==> src/rtl/gates_bist_pkg.sv <==
// Shared definitions for the gate-unit self-test controller.
//   state_t       : controller FSM states
//   NUM_VECS      : number of exhaustive {a,b} test vectors
//   LAST_VEC      : index of the final vector
//   expected_ops  : golden {and, or, not} result for a given a/b
//   count_ones3   : number of set bits in a 3-bit mismatch word
package gates_bist_pkg;

    typedef enum logic [2:0] {
        ST_IDLE,
        ST_APPLY,
        ST_SETTLE,
        ST_CHECK,
        ST_DONE
    } state_t;

    localparam int         NUM_VECS = 4;
    localparam logic [1:0] LAST_VEC = 2'(NUM_VECS - 1);

    // Bit order matches the comparison word: {and, or, not}.
    function automatic logic [2:0] expected_ops(input logic a, input logic b);
        return {a & b, a | b, ~a};
    endfunction

    function automatic logic [1:0] count_ones3(input logic [2:0] v);
        return {1'b0, v[0]} + {1'b0, v[1]} + {1'b0, v[2]};
    endfunction

endpackage

==> src/rtl/gates.sv <==
// Mux-based elementary gate unit under test.
//   a, b    : operand inputs
//   and_op  : a & b
//   or_op   : a | b
//   not_op  : ~a
module gates (
    input  logic a,
    input  logic b,
    output logic and_op,
    output logic or_op,
    output logic not_op
);

    // Each gate is built from a 2:1 mux selected by a.
    assign and_op = a ? b    : 1'b0;
    assign or_op  = a ? 1'b1 : b;
    assign not_op = a ? 1'b0 : 1'b1;

endmodule

==> src/rtl/gates_bist_ctrl.sv <==
// Built-in self-test controller for the gates unit. Walks all four {a,b}
// vectors, waits SETTLE_CYCLES after applying each one, compares the three
// gate outputs with the golden values and accumulates a per-vector fail mask
// and a total mismatch count.
//   clk        : rising-edge clock
//   rst        : synchronous active-high reset
//   start      : begin one pass (honoured only in IDLE)
//   fault_inj  : invert captured and_op during CHECK (checker self-test)
//   busy       : high in APPLY / SETTLE / CHECK
//   done       : one-cycle pulse at the end of a pass
//   pass       : last completed pass had no mismatches
//   fail_mask  : bit i set when vector i mismatched
//   err_cnt    : total mismatching output bits in the pass
//   cur_vec    : vector currently applied, {a,b} = cur_vec
module gates_bist_ctrl
    import gates_bist_pkg::*;
#(
    parameter int SETTLE_CYCLES = 2
) (
    input  logic       clk,
    input  logic       rst,
    input  logic       start,
    input  logic       fault_inj,
    output logic       busy,
    output logic       done,
    output logic       pass,
    output logic [3:0] fail_mask,
    output logic [3:0] err_cnt,
    output logic [1:0] cur_vec
);

    // Counter is loaded with one less than the dwell so SETTLE exits on zero.
    localparam logic [3:0] SETTLE_LOAD = (SETTLE_CYCLES > 0) ? 4'(SETTLE_CYCLES - 1) : 4'd0;
    localparam logic       NO_SETTLE   = (SETTLE_CYCLES == 0);

    state_t     state, next_state;
    logic [3:0] settle_cnt;

    logic       a, b;
    logic       and_op, or_op, not_op;
    logic [2:0] observed;
    logic [2:0] miss;
    logic [1:0] miss_cnt;
    logic [4:0] err_sum;

    // Gate inputs come straight from the registered vector index.
    assign a = cur_vec[1];
    assign b = cur_vec[0];

    gates u_gates (
        .a      (a),
        .b      (b),
        .and_op (and_op),
        .or_op  (or_op),
        .not_op (not_op)
    );

    always_comb begin
        observed = {and_op ^ fault_inj, or_op, not_op};
        miss     = observed ^ expected_ops(a, b);
        miss_cnt = count_ones3(miss);
        err_sum  = {1'b0, err_cnt} + {3'b000, miss_cnt};
    end

    always_ff @(posedge clk) begin
        if (rst) state <= ST_IDLE;
        else     state <= next_state;
    end

    always_comb begin
        next_state = state;
        busy       = 1'b0;
        done       = 1'b0;
        case (state)
            ST_IDLE: begin
                if (start) next_state = ST_APPLY;
            end
            ST_APPLY: begin
                busy       = 1'b1;
                next_state = NO_SETTLE ? ST_CHECK : ST_SETTLE;
            end
            ST_SETTLE: begin
                busy = 1'b1;
                if (settle_cnt == 4'd0) next_state = ST_CHECK;
            end
            ST_CHECK: begin
                busy       = 1'b1;
                next_state = (cur_vec == LAST_VEC) ? ST_DONE : ST_APPLY;
            end
            ST_DONE: begin
                done       = 1'b1;
                next_state = ST_IDLE;
            end
            default: next_state = ST_IDLE;
        endcase
    end

    always_ff @(posedge clk) begin
        if (rst) begin
            cur_vec    <= 2'd0;
            fail_mask  <= 4'd0;
            err_cnt    <= 4'd0;
            pass       <= 1'b0;
            settle_cnt <= 4'd0;
        end else begin
            case (state)
                ST_IDLE: begin
                    if (start) begin
                        cur_vec   <= 2'd0;
                        fail_mask <= 4'd0;
                        err_cnt   <= 4'd0;
                        pass      <= 1'b0;
                    end
                end
                ST_APPLY: settle_cnt <= SETTLE_LOAD;
                ST_SETTLE: begin
                    if (settle_cnt != 4'd0) settle_cnt <= settle_cnt - 4'd1;
                end
                ST_CHECK: begin
                    if (miss_cnt != 2'd0) begin
                        fail_mask[cur_vec] <= 1'b1;
                        // Cannot exceed 12 in practice; clamp rather than wrap.
                        err_cnt <= err_sum[4] ? 4'hF : err_sum[3:0];
                    end
                    if (cur_vec != LAST_VEC) cur_vec <= cur_vec + 2'd1;
                end
                ST_DONE: pass <= (err_cnt == 4'd0);
                default: ;
            endcase
        end
    end

endmodule

==> config.mk <==
export PLATFORM = sky130hd
export DESIGN_NAME = gates_bist_ctrl
export DESIGN_NICKNAME = d
export VERILOG_FILES = /design/src/rtl/gates_bist_pkg.sv /design/src/rtl/gates.sv /design/src/rtl/gates_bist_ctrl.sv
export SDC_FILE = /design/constraint.sdc
export NUM_CORES = 1
export LEC_CHECK = 0
export CORE_ASPECT_RATIO = 0.75
export CORE_MARGIN = 2
export CORE_UTILIZATION = 52
export DETAILED_ROUTE_END_ITERATION = 10
export GPL_TIMING_DRIVEN = 0
export PLACE_DENSITY = 0.86
export SLEW_MARGIN = 0
export SYNTH_ARGS = -nofsm -noshare
export SYNTH_HDL_FRONTEND = slang
export SYNTH_HIERARCHICAL = 1
export SYNTH_SLANG_ARGS = --single-unit
==> constraint.sdc <==
create_clock -name clk -period 3.4 [get_ports clk]
set_input_delay 0.51 -clock clk [delete_from_list [all_inputs] [get_ports clk]]
set_output_delay 0.51 -clock clk [all_outputs]
set_load 0.02 [all_outputs]
==> results.toml <==
[final_layout]
insertedDiodeCount = 0
final_nets = 152
layout-drive-gt1-share = 0.125
stdcell_count = 160
finalCoreUtilization = 0.652
areaGrowthSynthToFinish_pct = 19.7
fillers = 177

[synthesis]
synthDistinctLibCells = 36
synthCells = 117
synth-edff-count = 0
synth.mux.area_fraction = 0
ys_async_sr_fraction = 0
synth-compound-area-share = 0.166
synth_warnings = 6
synthXorXnorAreaFrac = 0.0568
syn_area_per_cell_sq_um = 9.22
synth_top_family_by_area = "simple AND/OR/NAND/NOR gates"
synth-seq-cells = 18
synthSimpleGateAreaFrac = 0.253
mappedNetlistNets = 131
synth_fa_ha_area_frac = 0.130
synth_area_sq_mm = 0.00108
ys_seq_area_frac = 0.334
synthFlopType = "dfxtp_1"

[global_route]
grt-ovfl-total = 0
antenna_found_initial = 0
grt_max_degree = 11
grt_pass1_vias = 821
grt_pass1_wl_um = 3620
track_usage = 0.196

[sta]
hold_viol = 0
drv_slew = 0
grt_setup_unrepaired = "false"
setup_viol = 0
final.period_utilization = 0.912
slew-limit-headroom = 0.611
clock_skew_ns = 0.00689
fin_tns_setup_ns = 0
finalCriticalPeriod_ns = 3.10
max_freq_mhz = 322
timing.hold.ws_ns = 0.472
worst_slew_pin_slew_ns = 0.583

[place]
io_buffers = 16
dp_cells = 157
dpl.hpwl_um = 1700
place.gp.congestion = 0.775

[clock_tree]
ctsResizeCount = 0
cts_tree = "built"
cts.path.max_buffers = 2
root_buffer = "clkbuf_4"
ctsHtreeMaxLevel = 1
clk_latency_ns = 0.29
clock_sinks = 18
cts_setup_buffers = 0
numCtsBuffers = 3
holdBufCountCts = 0
path_clk_slew_ns = 0.10

[setup_path]
startpoint = "cur_vec[1]$_SDFFE_PP0P_"
crit_family = "adder cells"
cp_data_arrival_time_ns = 3.26
worstReg2RegEnd = "err_cnt[0]$_SDFFE_PP0P_"
crit_path_max_fanout = 9
worst_setup_path_start_kind = "flip-flop"
critPathSlowestCell = "fa_1"
path_depth = 10
r2r_start = "cur_vec[1]$_SDFFE_PP0P_"
setup.worst_path.end = "err_cnt[0]$_SDFFE_PP0P_"
end_kind = "flip-flop"
worstPathRequired_ns = 3.56
reg2reg_depth = 10
critPathKind = "flip-flop to flip-flop"
critPathBufInv = 1
crit_chain = "ha_1 > xor2_1 > xnor2_1 > fa_1 > inv_1 > ha_1 > fa_1 > and3_1 > o21ai_0 > a21oi_1"
slowest_delay_ns = 0.64
ff2ff_setup_slack_ns = 0.30

[pwr]
power.density_mw_per_mm2 = 418
ir_drop_mv = 0.370
leakage_nw = 0.510

[drt]
via_per_inst = 5.43
first_pass_iters = 4
drt_iter0_drc = 28
drc = 0
drt-total-wl_um = 2170
routedWlPerCell_um = 13.5
vias = 868
ant_nets = 0

[floorplanning]
fp.coreArea_sq_mm = 0.00198
boundaryPins = 17
fp.dieW_um = 56.6
initial_utilization = 0.545
num_rows = 14
fp.dieH_um = 43.4
dieArea_sq_mm = 0.00246

[flow_run]
maxCapViolCount = 0

[run_status]
status = "finished, final reports clean"

[min_path]
hold_path.class = "flip-flop to flip-flop"
## per-stage QoR
step	worst slack, ns	power [mW]	instance area, sq um
3_5_place_dp	0.339	0.438	1270
3_3_place_gp	0.411	0.428	1270
2_1_floorplan	0.542	0.387	1080
5_1_grt	0.116	0.572	1290
6_report	0.298	0.540	1290
4_1_cts	0.310	0.545	1290
## power breakdown
group	internal [mW]	total [mW]	leakage, nW	switching (mW)
Clock	0.0412	0.106	0.0138	0.0651
Combinational	0.0866	0.196	0.350	0.110
Sequential	0.227	0.237	0.146	0.0102
## cells in the final DEF (no fill, tap or decap), types with 2 or more instances in the layout
master           netlist  final
dfxtp_1               18     18
clkdlybuf4s50_1        0     16
inv_1                 10     10
ha_1                   8      8
nor2_1                 6      6
nand2_1                6      6
o21ai_0                6      6
a21oi_1                6      6
xor2_1                 5      5
nor3_1                 5      5
nand3_1                5      5
nor3b_1                5      5
o21a_1                 4      4
a211oi_1               3      3
or2_1                  3      3
o31ai_1                3      3
clkbuf_4               0      3
xnor2_1                2      2
nor3b_2                2      2
fa_1                   2      2
## cells by family after synthesis
family	count (synthesis)
xor+xnor	7
buf+inv	14
fa+ha+maj	10
compound gates	26
flops	18
simple gates	42
## cell type report
| cell class | instances | area (sq um) | share of cell area |
|---|---|---|---|
| plain buffers | 4 | 27.5 | 0.0213 |
| repair buffers | 16 | 160 | 0.124 |
| well taps | 24 | 30.0 | 0.0233 |
| flip-flops and latches | 18 | 360 | 0.279 |
| multi-input cells | 85 | 653 | 0.506 |
| inverters | 10 | 37.5 | 0.0291 |
| clock buffers | 3 | 22.5 | 0.0174 |
## metal layers
| layer | track usage | routed length (um) | part of all wire | vias to the layer above |
|---|---|---|---|---|
| met5 | 0 | 0 | 0 | - |
| li1 | - | - | - | 441 |
| met1 | 0.260 | 1040 | 0.48 | 403 |
| met4 | 0.0571 | 20 | 0.0092 | 0 |
| met2 | 0.309 | 1010 | 0.46 | 22 |
| met3 | 0.0627 | 96 | 0.044 | 2 |
## synthesized netlist by cell type (3+ instances only)
| library cell | number | area share |
|---|---|---|
| o21ai_0 | 6 | 0.028 |
| nand2_1 | 6 | 0.021 |
| xor2_1 | 5 | 0.041 |
| a211oi_1 | 3 | 0.021 |
| or2_1 | 3 | 0.017 |
| o21a_1 | 4 | 0.028 |
| ha_1 | 8 | 0.093 |
| a21oi_1 | 6 | 0.028 |
| nor3_1 | 5 | 0.023 |
| nor3b_1 | 5 | 0.035 |
| nor2_1 | 6 | 0.021 |
| nand3_1 | 5 | 0.023 |
| inv_1 | 10 | 0.035 |
| o31ai_1 | 3 | 0.021 |
| dfxtp_1 | 18 | 0.33 |
## worst min path at each step
stage | cells past startpoint | start | end
after floorplan | 2 | settle_cnt[0]$_SDFFE_PP0P_ | settle_cnt[0]$_SDFFE_PP0P_
after global placement | 1 | fail_mask[3]$_SDFFE_PP0P_ | fail_mask[3]$_SDFFE_PP0P_
after detailed placement | 1 | fail_mask[1]$_SDFFE_PP0P_ | fail_mask[1]$_SDFFE_PP0P_
after CTS | 1 | fail_mask[1]$_SDFFE_PP0P_ | fail_mask[1]$_SDFFE_PP0P_
after global routing | 1 | fail_mask[1]$_SDFFE_PP0P_ | fail_mask[1]$_SDFFE_PP0P_
final | 1 | fail_mask[1]$_SDFFE_PP0P_ | fail_mask[1]$_SDFFE_PP0P_
## registers in the layout, indices dropped and copies added (netlist names)
signal / flops
settle_cnt: 4
pass: 1
fail_mask: 4
state: 3
err_cnt: 4
cur_vec: 2
Note: power is estimated with default switching activity, not from simulation.
